[config.mk]
export PLATFORM = sky130hd
export DESIGN_NAME = alu_issue_unit
export DESIGN_NICKNAME = d
export VERILOG_FILES = /design/src/rtl/alu_issue_pkg.sv /design/src/rtl/alu_issue_regfile.sv /design/src/rtl/alu_issue_unit.sv
export SDC_FILE = /design/constraint.sdc
export NUM_CORES = 1
export LEC_CHECK = 0
export ABC_AREA = 0
export BUFFER_PORTS_ARGS = -buffer_cell sky130_fd_sc_hd__buf_2
export CORE_MARGIN = 2
export CORE_UTILIZATION = 39
export CTS_CLUSTER_SIZE = 12
export DETAILED_ROUTE_END_ITERATION = 10
export PLACE_DENSITY = 0.67
export SYNTH_ARGS = -nofsm -noshare
export SYNTH_HDL_FRONTEND = slang
export SYNTH_SLANG_ARGS = --single-unit
export TNS_END_PERCENT = 1
[constraint.sdc]
create_clock -name clk -period 2.4 [get_ports clk]
set_input_delay 0.72 -clock clk [delete_from_list [all_inputs] [get_ports clk]]
set_output_delay 0.72 -clock clk [all_outputs]
set_load 0.01 [all_outputs]
[src/rtl/alu_issue_pkg.sv]
// Shared definitions for the ALU issue sequencer: opcodes, FSM states and
// instruction field layout.
package alu_issue_pkg;

  localparam int INSTR_W = 16;

  localparam logic [2:0] OP_ADD = 3'b000;
  localparam logic [2:0] OP_SUB = 3'b001;
  localparam logic [2:0] OP_AND = 3'b010;
  localparam logic [2:0] OP_OR  = 3'b011;
  localparam logic [2:0] OP_XOR = 3'b100;
  localparam logic [2:0] OP_NOR = 3'b101;
  localparam logic [2:0] OP_LDI = 3'b110;
  localparam logic [2:0] OP_ILL = 3'b111;

  localparam int OP_LSB  = 13;
  localparam int OP_W    = 3;
  localparam int RD_LSB  = 10;
  localparam int RS1_LSB = 7;
  localparam int RS2_LSB = 4;
  localparam int IMM_LSB = 0;
  localparam int IMM_W   = 8;

  typedef enum logic [1:0] {
    IDLE   = 2'b00,
    DECODE = 2'b01,
    EXEC   = 2'b10,
    WB     = 2'b11
  } state_t;

  function automatic logic [OP_W-1:0] instr_op(input logic [INSTR_W-1:0] ins);
    return ins[OP_LSB +: OP_W];
  endfunction

endpackage

[src/rtl/alu_issue_regfile.sv]
// Register file for the issue unit: three asynchronous read ports, one
// synchronous write port, entry 0 reads as zero and ignores writes.
module alu_issue_regfile
  import alu_issue_pkg::*;
#(
  parameter int DATA_W = 16,
  parameter int NREGS  = 8,
  parameter int RIDX_W = $clog2(NREGS)
) (
  input  logic              clk,
  input  logic              rst,
  input  logic              i_wr_en,
  input  logic [RIDX_W-1:0] i_wr_addr,
  input  logic [DATA_W-1:0] i_wr_data,
  input  logic [RIDX_W-1:0] i_rs1_addr,
  output logic [DATA_W-1:0] o_rs1_data,
  input  logic [RIDX_W-1:0] i_rs2_addr,
  output logic [DATA_W-1:0] o_rs2_data,
  input  logic [RIDX_W-1:0] i_dbg_addr,
  output logic [DATA_W-1:0] o_dbg_data
);

  logic [DATA_W-1:0] r_mem [NREGS];

  function automatic logic [DATA_W-1:0] rd_port(input logic [RIDX_W-1:0] addr,
                                                input logic [DATA_W-1:0] value);
    return (addr == {RIDX_W{1'b0}}) ? {DATA_W{1'b0}} : value;
  endfunction

  // Entry 0 is never written, so it simply keeps its reset value.
  always_ff @(posedge clk) begin
    if (rst) begin
      for (int i = 0; i < NREGS; i++) begin
        r_mem[i] <= {DATA_W{1'b0}};
      end
    end else if (i_wr_en && (i_wr_addr != {RIDX_W{1'b0}})) begin
      r_mem[i_wr_addr] <= i_wr_data;
    end else begin
      r_mem <= r_mem;
    end
  end

  assign o_rs1_data = rd_port(i_rs1_addr, r_mem[i_rs1_addr]);
  assign o_rs2_data = rd_port(i_rs2_addr, r_mem[i_rs2_addr]);
  assign o_dbg_data = rd_port(i_dbg_addr, r_mem[i_dbg_addr]);

endmodule

[src/rtl/alu_issue_unit.sv]
// Multi-cycle issue sequencer: accepts instruction words, reads operands,
// drives the external combinational ALU and writes results back.
module alu_issue_unit
  import alu_issue_pkg::*;
#(
  parameter  int DATA_W = 16,
  parameter  int NREGS  = 8,
  localparam int RIDX_W = $clog2(NREGS)
) (
  input  logic               clk,
  input  logic               rst,
  input  logic               instr_valid,
  output logic               instr_ready,
  input  logic [INSTR_W-1:0] instr,
  output logic [DATA_W-1:0]  alu_a,
  output logic [DATA_W-1:0]  alu_b,
  output logic [2:0]         alu_ctrl,
  input  logic [DATA_W-1:0]  alu_result,
  output logic               done,
  output logic               illegal,
  output logic               zero_flag,
  input  logic [RIDX_W-1:0]  dbg_addr,
  output logic [DATA_W-1:0]  dbg_data
);

  state_t               r_state;
  logic [INSTR_W-1:0]   r_instr;
  logic [DATA_W-1:0]    r_result;
  logic [DATA_W-1:0]    r_alu_a;
  logic [DATA_W-1:0]    r_alu_b;
  logic [2:0]           r_alu_ctrl;
  logic                 r_done;
  logic                 r_illegal;
  logic                 r_zero;

  logic [OP_W-1:0]      w_op;
  logic [RIDX_W-1:0]    w_rd;
  logic [RIDX_W-1:0]    w_rs1;
  logic [RIDX_W-1:0]    w_rs2;
  logic [DATA_W-1:0]    w_imm;
  logic [DATA_W-1:0]    w_rs1_data;
  logic [DATA_W-1:0]    w_rs2_data;
  logic                 w_wr_en;

  assign w_op    = instr_op(r_instr);
  assign w_rd    = r_instr[RD_LSB  +: RIDX_W];
  assign w_rs1   = r_instr[RS1_LSB +: RIDX_W];
  assign w_rs2   = r_instr[RS2_LSB +: RIDX_W];
  assign w_imm   = {{(DATA_W-IMM_W){1'b0}}, r_instr[IMM_LSB +: IMM_W]};
  assign w_wr_en = (r_state == WB);

  alu_issue_regfile #(
    .DATA_W (DATA_W),
    .NREGS  (NREGS),
    .RIDX_W (RIDX_W)
  ) u_regfile (
    .clk        (clk),
    .rst        (rst),
    .i_wr_en    (w_wr_en),
    .i_wr_addr  (w_rd),
    .i_wr_data  (r_result),
    .i_rs1_addr (w_rs1),
    .o_rs1_data (w_rs1_data),
    .i_rs2_addr (w_rs2),
    .o_rs2_data (w_rs2_data),
    .i_dbg_addr (dbg_addr),
    .o_dbg_data (dbg_data)
  );

  // Sequencer FSM; reset also aborts any in-flight instruction.
  always_ff @(posedge clk) begin
    if (rst) begin
      r_state    <= IDLE;
      r_instr    <= {INSTR_W{1'b0}};
      r_result   <= {DATA_W{1'b0}};
      r_alu_a    <= {DATA_W{1'b0}};
      r_alu_b    <= {DATA_W{1'b0}};
      r_alu_ctrl <= 3'b000;
      r_done     <= 1'b0;
      r_illegal  <= 1'b0;
      r_zero     <= 1'b0;
    end else begin
      r_done    <= 1'b0;
      r_illegal <= 1'b0;
      case (r_state)
        IDLE: begin
          if (instr_valid) begin
            r_instr <= instr;
            r_state <= DECODE;
          end else begin
            r_state <= IDLE;
          end
        end
        DECODE: begin
          // LDI bypasses the ALU, so its operand registers keep their values.
          if (w_op == OP_LDI) begin
            r_result <= w_imm;
            r_state  <= WB;
          end else begin
            r_alu_a    <= w_rs1_data;
            r_alu_b    <= w_rs2_data;
            r_alu_ctrl <= w_op;
            if (w_op == OP_ILL) begin
              r_illegal <= 1'b1;
              r_state   <= IDLE;
            end else begin
              r_state <= EXEC;
            end
          end
        end
        EXEC: begin
          r_result <= alu_result;
          r_state  <= WB;
        end
        WB: begin
          r_zero  <= (r_result == {DATA_W{1'b0}});
          r_done  <= 1'b1;
          r_state <= IDLE;
        end
        default: begin
          r_state <= IDLE;
        end
      endcase
    end
  end

  assign instr_ready = (r_state == IDLE);
  assign alu_a       = r_alu_a;
  assign alu_b       = r_alu_b;
  assign alu_ctrl    = r_alu_ctrl;
  assign done        = r_done;
  assign illegal     = r_illegal;
  assign zero_flag   = r_zero;

endmodule

==> results of run 1 <==
[cells by family after synthesis]
group,share of synthesized area [%]
AND/OR/NAND/NOR,16.0
AO/OA/AOI/OAI,13.8
flip-flops,39.7
multiplexers,24.4
buffers and inverters,6.04
[tightest hold or removal path: stages, from the launching register on]
cell	delay (ps)
dfxtp_1	310
nand2_1	50
a21oi_1	50
[cell usage in the layout, fill, tap and decap left out, types with 8 or more instances in the layout]
cell type	netlist	layout
a21oi_1	95	87
inv_2	0	10
nand3b_1	18	18
nor3_1	13	13
buf_2	28	88
a22o_1	8	8
clkbuf_16	0	17
mux2i_1	79	79
mux2_2	35	30
a221oi_1	31	17
o31ai_1	18	18
nor2_1	104	104
nand2_1	151	151
mux4_2	48	48
inv_1	18	8
a211oi_1	23	23
a221oi_2	0	12
a311oi_1	9	9
buf_4	6	34
buf_12	0	12
dfxtp_1	184	181
nor2b_1	21	20
nand2b_1	8	8
[how the worst min path moves through the flow]
| stage | end | slack (ps) | cells past startpoint |
|---|---|---|---|
| 2_1_floorplan | r_instr[0] | 440 | 2 |
| 3_3_place_gp | alu_a[11] | 460 | 2 |
| 3_5_place_dp | alu_a[3] | 450 | 2 |
| 4_1_cts | alu_a[3] | 460 | 2 |
| 5_1_grt | alu_a[3] | 480 | 2 |
| 6_report | alu_a[3] | 450 | 2 |
[repair_timing]
item,CTS,global route
pin swaps,5,4
endpoints found under the setup margin,16,16
cloned,2,0
setup buffers,4,0
endpoints found under the hold margin,0,0
resized for setup,51,10
[routing by layer]
| metal | up-vias | track usage, % | routed length (um) |
|---|---|---|---|
| met5 | - | 0 | 0 |
| met2 | 443 | 36.3 | 13300 |
| met3 | 64 | 3.48 | 2460 |
| met4 | 0 | 9.35 | 921 |
| met1 | 3871 | 33.8 | 12900 |
| li1 | 3670 | - | - |
[sequential cells by signal, indices dropped and copies added (netlist names)]
name	flops
alu_a	16
r_state	2
illegal	1
done	1
u_regfile.r_mem	112
r_instr	16
r_result	16
alu_ctrl	3
alu_b	16
zero_flag	1
[layout make-up]
cell class	count	area, sq um	share of cell area (%)
repair buffers	141	1050	9.56
well taps	319	399	3.63
clock buffers	23	488	4.44
inverters	18	67.6	0.614
multi-input cells	689	5220	47.4
flip-flops and latches	184	3690	33.5
clock inverters	9	88.8	0.808
[report_power, final]
group	internal (mW)	leakage [nW]	total, mW	switching [mW]
clock network	1.55	0.288	2.77	1.22
logic	0.362	2.22	0.891	0.529
registers	3.14	1.49	3.26	0.127
[stage by stage]
step / hold slack, ps / setup slack, ps / total power, mW
global placement: 458 / -245 / 4.15
global route: 481 / -198 / 7.15
finish: 452 / -127 / 6.92
detailed placement: 447 / -291 / 4.16
CTS: 457 / -99.2 / 6.93
floorplan: 437 / -16.8 / 3.84
==> key figures, run 1 <==
Global routing
  • Initial antenna violation count: 0
  • Largest net degree at the start of global routing: 59
  • Total GRT Usage: 23.7%
  • Total grt overflow: 0
  • Vias in the first global route: roughly 7500
  • Wire length of the first global-routing pass: about 45 mm

Layout
  • Nets: between 1000 and 1500
  • Final Instance Area: ~11000 sq um
  • Ant. Diodes: 0
  • Fill cells: 2203
  • Finished Core Util: a little under half
  • Final cell count without fillers: 1383
  • Layout area overhead: 18.5%
  • Layout cells sized above 1: between 20% and 30%

Clocking
  • Reg clk slew, reported paths: 70 ps
  • Hold Buf Count CTS: 0
  • H-tree level count: 4
  • Clock buffer depth: 2
  • CTS tree: built
  • CTS sink count: 184
  • Later-pin clock latency in the skew report: between 400 and 500 ps
  • Num CTS Buffers: 17
  • Clock Root Buffer: clkbuf_16

Synthesis
  • Asr flop ratio synth: 0%
  • EDFF count, synth: 0
  • FF+latch count, synth: roughly 180
  • Syn_nets: 1033
  • Avg Inst Size Synth: 9.33 sq um
  • Yosys warns: 0
  • Netlist cell types: 36
  • Sequential share of the synthesized area: 39.7%
  • Cell area after synthesis: between 9000 and 10000 sq um
  • Synth area leader: dfxtp_1
  • Top-count cell post-synth: dfxtp_1
  • Yosys top cell area share: between 30 and 40%
  • Top post-synthesis cells by count: 184 x dfxtp_1, 151 x nand2_1, 104 x nor2_1, 95 x a21oi_1, 79 x mux2i_1
  • Top cells by area, synth: dfxtp_1 40%, mux4_2 12%, mux2i_1 8.5%
  • Most used flip-flop cell after synthesis: dfxtp_1
  • Mapped Cells: 995

STA
  • Final worst slack: -127 ps
  • Final setup skew: 7.59 ps
  • Tmin final: between 2000 and 3000 ps
  • Rel. slew slack: 31.7%
  • Fin. Hold Viols: 0
  • Final setup viols: 16
  • Final-report max-slew violation count: 0
  • Final period util: 105%
  • Sum of negative setup slack: -1570 ps
  • Unrepaired setup endpoints after global routing: true
  • Maximum clock frequency: 0.396 GHz
  • Worst-Margin Slew: 1010 ps

Min path
  • Min-delay src: alu_a[3]
  • Min-delay worst type: reg2reg

Worst setup path
  • Number of cells on the critical path: 6
  • Cells along the critical path: buf_12 -> buf_8 -> mux2_2 -> a221oi_2 -> a21oi_1 -> buf_2
  • Crit path capture type: output port
  • Worst reg-to-reg setup slack: 360 ps
  • Crit path DAT: 1810 ps
  • CP delay by family, top: buffers and inverters
  • Critical path startpoint category: input port
  • R2R Path Start: r_result[1]
  • R2R cell count: 4
  • Crit path kind: in2out
  • CP max-delay cell: mux2_2
  • Bufs and invs on worst path: 3
  • Worst Path Required: 1680 ps
  • Crit path to: dbg_data[1]
  • CP peak stage delay: ~360 ps
  • CP Launch Point: dbg_addr[1]
  • Worst-path fanout max: 11
  • Reg2Reg Capture Point: zero_flag

Status
  • Failing checks: setup timing
  • Outcome: complete, but fails checks

Floorplanning
  • Die X: 158 um
  • Io pins: 93
  • Rows: between 50 and 60
  • Die Y: 158 um
  • Core Area: 23400 sq um
  • Die area: 25000 sq um
  • Initial Util: 39.7%

Pwr
  • Max VDD drop: approximately 0.53 mV
  • Pwr Density: 629 nW/um^2
  • Leak: 4.00 nW

Detailed routing
  • Initial DRC count: 904
  • Detailed-route via count: 8048
  • DRT Pass-1 Iters: 5
  • Wirelength, routed: 29.6 mm
  • Routed WL per cell: 21.4 um
  • # DRC: 0
  • Vias per inst: 5.82
  • ANT nets after route: 0

Job
  • Max-cap violations: 0

Placement
  • Placed cell areas: slightly above 10000 sq um
  • Port Buffer Count: 92
  • Placed insts: roughly 1300
  • Global placement routability congestion: 0.927
  • Final HPWL DP: 19.7 mm
Power figures use the tool's default switching activity.
==> run 2, diff against run 1 <==
--- a/config.mk
+++ b/config.mk
@@ -11,7 +11,9 @@
 export CORE_UTILIZATION = 39
 export CTS_CLUSTER_SIZE = 12
 export DETAILED_ROUTE_END_ITERATION = 10
+export MAX_ROUTING_LAYER = met4
 export PLACE_DENSITY = 0.67
+export REMOVE_ABC_BUFFERS = 1
 export SYNTH_ARGS = -nofsm -noshare
 export SYNTH_HDL_FRONTEND = slang
 export SYNTH_SLANG_ARGS = --single-unit
==> run 2 against run 1 <==
  * The flow still finishes with violations (setup timing)
  * Hold slack improved by 7.1 ps
  * Critical path depth stayed put
  * Cell area rose by 1.8%
  * Final cell count is 1.8% higher
  * Combinational power is 8.1% higher
  * Clock skew grew 4.0 ps
  * Via count rose by 0.14%
==> key figures, run 2 (synthesis results as in run 1) <==
Status
  • Outcome: complete, but fails checks
  • Failing checks: setup timing

Global routing
  • Initial antenna violation count: 0
  • Wire length of the first global-routing pass: 45.6 mm
  • Total grt overflow: 0
  • Vias in the first global route: 7887
  • Largest net degree at the start of global routing: 74
  • Total GRT Usage: 24.9%

Worst setup path
  • Crit path DAT: between 1500 and 2000 ps
  • Critical path startpoint category: input port
  • Most used cell, CP: buf_12
  • Crit path capture type: output port
  • CP max-delay cell: mux2_4
  • Worst-path fanout max: 7
  • CP peak stage delay: 310 ps
  • CP delay by family, top: buffers and inverters
  • Cells along the critical path: buf_12 -> buf_12 -> mux2_4 -> a221oi_4 -> a21oi_2 -> buf_2
  • Crit path kind: in2out
  • Bufs and invs on worst path: 3
  • Worst reg-to-reg setup slack: 360 ps
  • Worst Path Required: 1680 ps

Layout
  • Nets: 1114
  • Top reg by flops: u_regfile.r_mem
  • Layout area overhead: 20.7%
  • Commonest cells after routing, fill and taps aside: 181 x dfxtp_1, 151 x nand2_1, 104 x nor2_1
  • Commonest non-fill, non-tap cell in the layout: dfxtp_1
  • Max reg flops: 112
  • Fill cells: between 2000 and 2500
  • Ant. Diodes: 0
  • Layout cells sized above 1: 29.2%

Placement
  • Setup WS pre-CTS: -313 ps
  • Global placement routability congestion: approximately 0.85
  • Port Buffer Count: 92
  • Final HPWL DP: 18.9 mm

Min path
  • Min-delay worst type: reg2reg

STA
  • Final setup skew: between 10 and 15 ps
  • Rel. slew slack: 29.4%
  • Final-report max-slew violation count: 0
  • Hold WS: approximately 460 ps
  • Fin. Hold Viols: 0
  • Tmin final: 2530 ps
  • Final worst slack: -129 ps
  • Maximum clock frequency: 0.395 GHz
  • Worst-Margin Slew: 1060 ps
  • Final setup viols: 16
  • Unrepaired setup endpoints after global routing: true
  • Final period util: 105%

Detailed routing
  • # DRC: 0
  • DRT Pass-1 Iters: 7
  • Detailed-route via count: roughly 8100
  • Initial DRC count: between 800 and 900
  • Vias per inst: ~5.7
  • Routed WL per cell: 20.9 um
  • ANT nets after route: 0
  • Wirelength, routed: between 20 and 30 mm

Pwr
  • Pwr Density: roughly 630 nW/um^2
  • Leak: 4.14 nW
  • Max VDD drop: 0.475 mV

Clocking
  • CTS tree: built
  • CTS sink count: 184
  • Later-pin clock latency in the skew report: ~440 ps
  • Clock buffer depth: 2
  • Num CTS Buffers: 17
  • H-tree level count: 4
  • Reg clk slew, reported paths: 70 ps
  • Clock Root Buffer: clkbuf_16

Floorplanning
  • Rows: 56
  • Core Area: 23400 sq um
  • Io pins: 93
  • Initial Util: between 30% and 40%
  • Die Y: 158 um
  • Die area: approximately 25000 sq um
  • Die X: around 160 um

Job
  • Max-cap violations: 0
[run 2: changes by cell type in the layout (fill, tap and decap cells not counted), moves of 2 or more]
cell     previous run  this run
buf_4              34        59
buf_6               4         2
a21oi_2             7         5
inv_1               8        12
inv_2              10         6
a21oi_1            87        90
[run 2: worst min-delay path, stage by stage, from the launching register on]
cell and delay [ps]:
dfxtp_1 310, nand2_1 50, a21oi_1 50
[run 2: routing by layer]
| layer | GRT usage, % | wire [um] | part of all wire [%] |
|---|---|---|---|
| met5 | - | 0 | 0 |
| met4 | 10.6 | 922 | 3.1 |
| met3 | 5.53 | 2260 | 7.7 |
| met2 | 37.9 | 13600 | 46 |
| met1 | 32.0 | 12700 | 43 |
[run 2: worst paths after layout]
| kind | cells after the start | from | end |
|---|---|---|---|
| max reg2reg | 5 | r_instr[14] | alu_a[10] |
| min reg2reg | 2 | alu_a[3] | alu_a[3] |
| min | 2 | alu_a[3] | alu_a[3] |
| max | 6 | dbg_addr[1] | dbg_data[13] |
[run 2: cell type report]
| cell class | count | area, sq um | share of cell area (%) |
|---|---|---|---|
| sequential | 184 | 3690 | 32.9 |
| tap | 319 | 399 | 3.56 |
| multi-input combinational | 689 | 5200 | 46.4 |
| inverter | 18 | 67.6 | 0.603 |
| timing repair buffer | 166 | 1250 | 11.2 |
| clock inverter | 10 | 118 | 1.05 |
| clock buffer | 22 | 474 | 4.23 |
[run 2: what timing repair did]
action,in CTS,in global routing
gates resized for setup,33,16
pin swaps,2,3
buffers inserted,3,0
hold buffers,0,0
gates cloned,2,1
setup endpoints to repair,16,16
[run 2: through the flow]
| stage | area (sq um) | instances | util [%] | power, mW | setup TNS (ps) |
|---|---|---|---|---|---|
| detailed placement | 10300 | 1370 | 44.0 | 4.22 | -4430 |
| CTS | 11100 | 1407 | 47.5 | 7.10 | -1560 |
| floorplan | 8790 | 891 | - | 3.72 | -694 |
| global placement | 10300 | 1370 | 44.0 | 4.21 | -4320 |
| global route | 11200 | 1408 | 47.9 | 7.34 | -2130 |
| finish | 11200 | 1408 | 47.9 | 7.10 | -1630 |
[run 2: power by group]
part | switching [mW] | internal [mW]
registers | 0.117 | 3.14
clock network | 1.26 | 1.62
logic | 0.574 | 0.390
total | 1.95 | 5.15
==> run 3, diff against run 2 <==
--- a/config.mk
+++ b/config.mk
@@ -6,13 +6,13 @@
 export NUM_CORES = 1
 export LEC_CHECK = 0
 export ABC_AREA = 0
-export BUFFER_PORTS_ARGS = -buffer_cell sky130_fd_sc_hd__buf_2
 export CORE_MARGIN = 2
 export CORE_UTILIZATION = 39
 export CTS_CLUSTER_SIZE = 12
 export DETAILED_ROUTE_END_ITERATION = 10
+export DONT_BUFFER_PORTS = 1
 export MAX_ROUTING_LAYER = met4
-export PLACE_DENSITY = 0.67
+export PLACE_DENSITY = 0.63
 export REMOVE_ABC_BUFFERS = 1
 export SYNTH_ARGS = -nofsm -noshare
 export SYNTH_HDL_FRONTEND = slang
==> run 3 against run 2 <==
  * The flow now finishes without violations
  * Critical endpoint is now dbg_data[4]
  * Non-clock buffer count shrank 118
  * First-iteration DRC count fell by 7.8%
  * Core utilization decreased by 4.3 points
  * Critical path type unchanged
  * Hold slack worse by 100 ps
==> key figures, run 3 (synthesis results as in run 1) <==
Clocking
  • H-tree level count: 4
  • Clock buffer depth: 2
  • CTS tree: built
  • Hold Buf Count CTS: 0
  • Reg clk slew, reported paths: 70 ps
  • Later-pin clock latency in the skew report: 440 ps
  • Num CTS Buffers: 17
  • Resize count post-CTS: 0
  • Clock Root Buffer: clkbuf_16
  • Postcts setup bufs: 0
  • CTS sink count: 184

Pwr
  • Net Sw Frac: between 20% and 30%
  • Max VDD drop: 0.508 mV
  • Gate power share: 9.2%
  • Net Switching: 1.86 mW
  • Pwr Density: 669 nW/um^2
  • Sequential power share: about 49%
  • P_int: 4.96 mW
  • Clk pwr share: around 42%
  • Leak: ~3.4 nW

Job
  • Max-cap violations: 0

Detailed routing
  • # DRC: 0
  • Routed WL per cell: about 22 um
  • ANT nets after route: 0
  • Wirelength, routed: between 20 and 30 mm
  • Detailed-route via count: ~7500
  • Initial DRC count: 758
  • Vias per inst: just under 6
  • DRT Pass-1 Iters: 5

STA
  • Unrepaired setup endpoints after global routing: false
  • Worst-Margin Slew: 791 ps
  • Hold WS: 357 ps
  • Final setup viols: 0
  • Rel. slew slack: a little under half
  • Final period util: 99.3%
  • Fin. Hold Viols: 0
  • Maximum clock frequency: 0.420 GHz
  • Final setup skew: around 14 ps
  • Tmin final: 2380 ps
  • Final-report max-slew violation count: 0

Layout
  • Max reg flops: 112
  • Commonest non-fill, non-tap cell in the layout: dfxtp_1
  • Top reg by flops: u_regfile.r_mem
  • Layout cells sized above 1: a little under a fifth
  • Final Instance Area: 10200 sq um
  • Layout area overhead: 9.90%
  • Fill cells: between 2000 and 2500
  • Commonest cells after routing, fill and taps aside: 181 x dfxtp_1, 151 x nand2_1, 104 x nor2_1
  • Nets: around 1000

Global routing
  • Total grt overflow: 0
  • Initial antenna violation count: 1
  • Vias in the first global route: 7096
  • Total GRT Usage: 23.4%
  • Wire length of the first global-routing pass: 42.7 mm
  • Largest net degree at the start of global routing: 180

Worst setup path
  • CP peak stage delay: 330 ps
  • Critical path startpoint category: input port
  • Worst Path Required: 1680 ps
  • Crit path capture type: output port
  • CP Launch Point: dbg_addr[1]
  • Crit path kind: in2out
  • Bufs and invs on worst path: 2
  • CP delay by family, top: compound AO/OA/AOI/OAI gates
  • Most used cell, CP: buf_4
  • CP max-delay cell: a221oi_1
  • Crit path DAT: ~1700 ps
  • R2R Path Start: r_instr[9]
  • Cells along the critical path: nor2b_2 -> buf_4 -> a221oi_1 -> a21oi_1 -> buf_4
  • Worst-path fanout max: 33

Min path
  • Min-delay src: rst
  • Min-delay worst type: in2reg

Status
  • Outcome: finished, final reports clean

Placement
  • Global placement routability congestion: 0.822
  • Final HPWL DP: about 17 mm
  • Port Buffer Count: 0
  • Placed cell areas: 9590 sq um

Floorplanning
  • Rows: 56
  • Io pins: between 90 and 100
  • Die X: 158 um
  • Die Y: between 150 and 200 um
  • Core Area: 23400 sq um
  • Initial Util: 39.7%
  • Die area: 25000 sq um
==> run 3: changes by cell type in the layout (fill, tap and decap cells not counted), moves of 3 or more <==
cell | before | now
a21oi_2 | 5 | 0
inv_2 | 6 | 0
inv_1 | 12 | 18
clkbuf_8 | 3 | 0
buf_2 | 89 | 0
inv_8 | 0 | 3
buf_16 | 3 | 0
a21oi_1 | 90 | 95
a221oi_1 | 16 | 29
a221oi_2 | 13 | 2
buf_12 | 11 | 2
mux2_2 | 31 | 35
mux2_4 | 4 | 0
buf_4 | 59 | 45
==> run 3: through the flow <==
stage / setup TNS [ps] / std cells / power, mW / utilization (%) / setup WS [ps]
2_1_floorplan: -694 / 891 / 3.72 / - / -43.4
3_3_place_gp: 0 / 1258 / 3.99 / 41.0 / 24.8
3_5_place_dp: 0 / 1258 / 4.00 / 41.0 / 22.2
4_1_cts: 0 / 1290 / 6.85 / 43.5 / 13.3
5_1_grt: 0 / 1291 / 7.05 / 43.6 / 5.98
6_report: 0 / 1291 / 6.82 / 43.6 / 16.9
==> run 3: worst paths after layout <==
check	end	slack [ps]	cells after the start
setup / recovery	dbg_data[4]	20	5
hold reg to reg	r_instr[3]	460	2
setup reg to reg	alu_a[6]	530	5
hold / removal	u_regfile.r_mem[21]	360	1
==> run 3: layer usage <==
| metal | track usage [%] | wire (um) | up-vias |
|---|---|---|---|
| li1 | - | - | 3496 |
| met4 | 6.99 | 408 | 0 |
| met3 | 5.53 | 2220 | 29 |
| met2 | 35.2 | 13000 | 288 |
| met1 | 31.6 | 12300 | 3732 |
| met5 | - | 0 | - |
==> run 3: final cells by class <==
cell class                      count  area [sq um]  area share, %
Timing Repair Buffer               48           389           3.82
Tap cell                          319           399           3.91
Multi-Input combinational cell    689          5060           49.6
Antenna cell                        1          2.50         0.0245
Clock inverter                     14           161           1.58
Inverter                           18          67.6          0.662
Sequential cell                   184          3690           36.2
Clock buffer                       18           429           4.21
==> run 3: worst register-to-register path, cell delays in order, from the launching register on <==
cell      delay, ps
dfxtp_2         650
buf_4           330
mux2i_1         210
a211oi_1         90
a211oi_1        380
nor3_1          100
==> run 3: power groups by stage <==
stage	sequential (mW)	clock, mW	combinational, mW
after floorplan	3.36	0	0.357
after CTS	3.31	2.92	0.624
after global routing	3.32	3.04	0.683
final	3.31	2.88	0.629
after detailed placement	3.38	0	0.623
after global placement	3.38	0	0.617
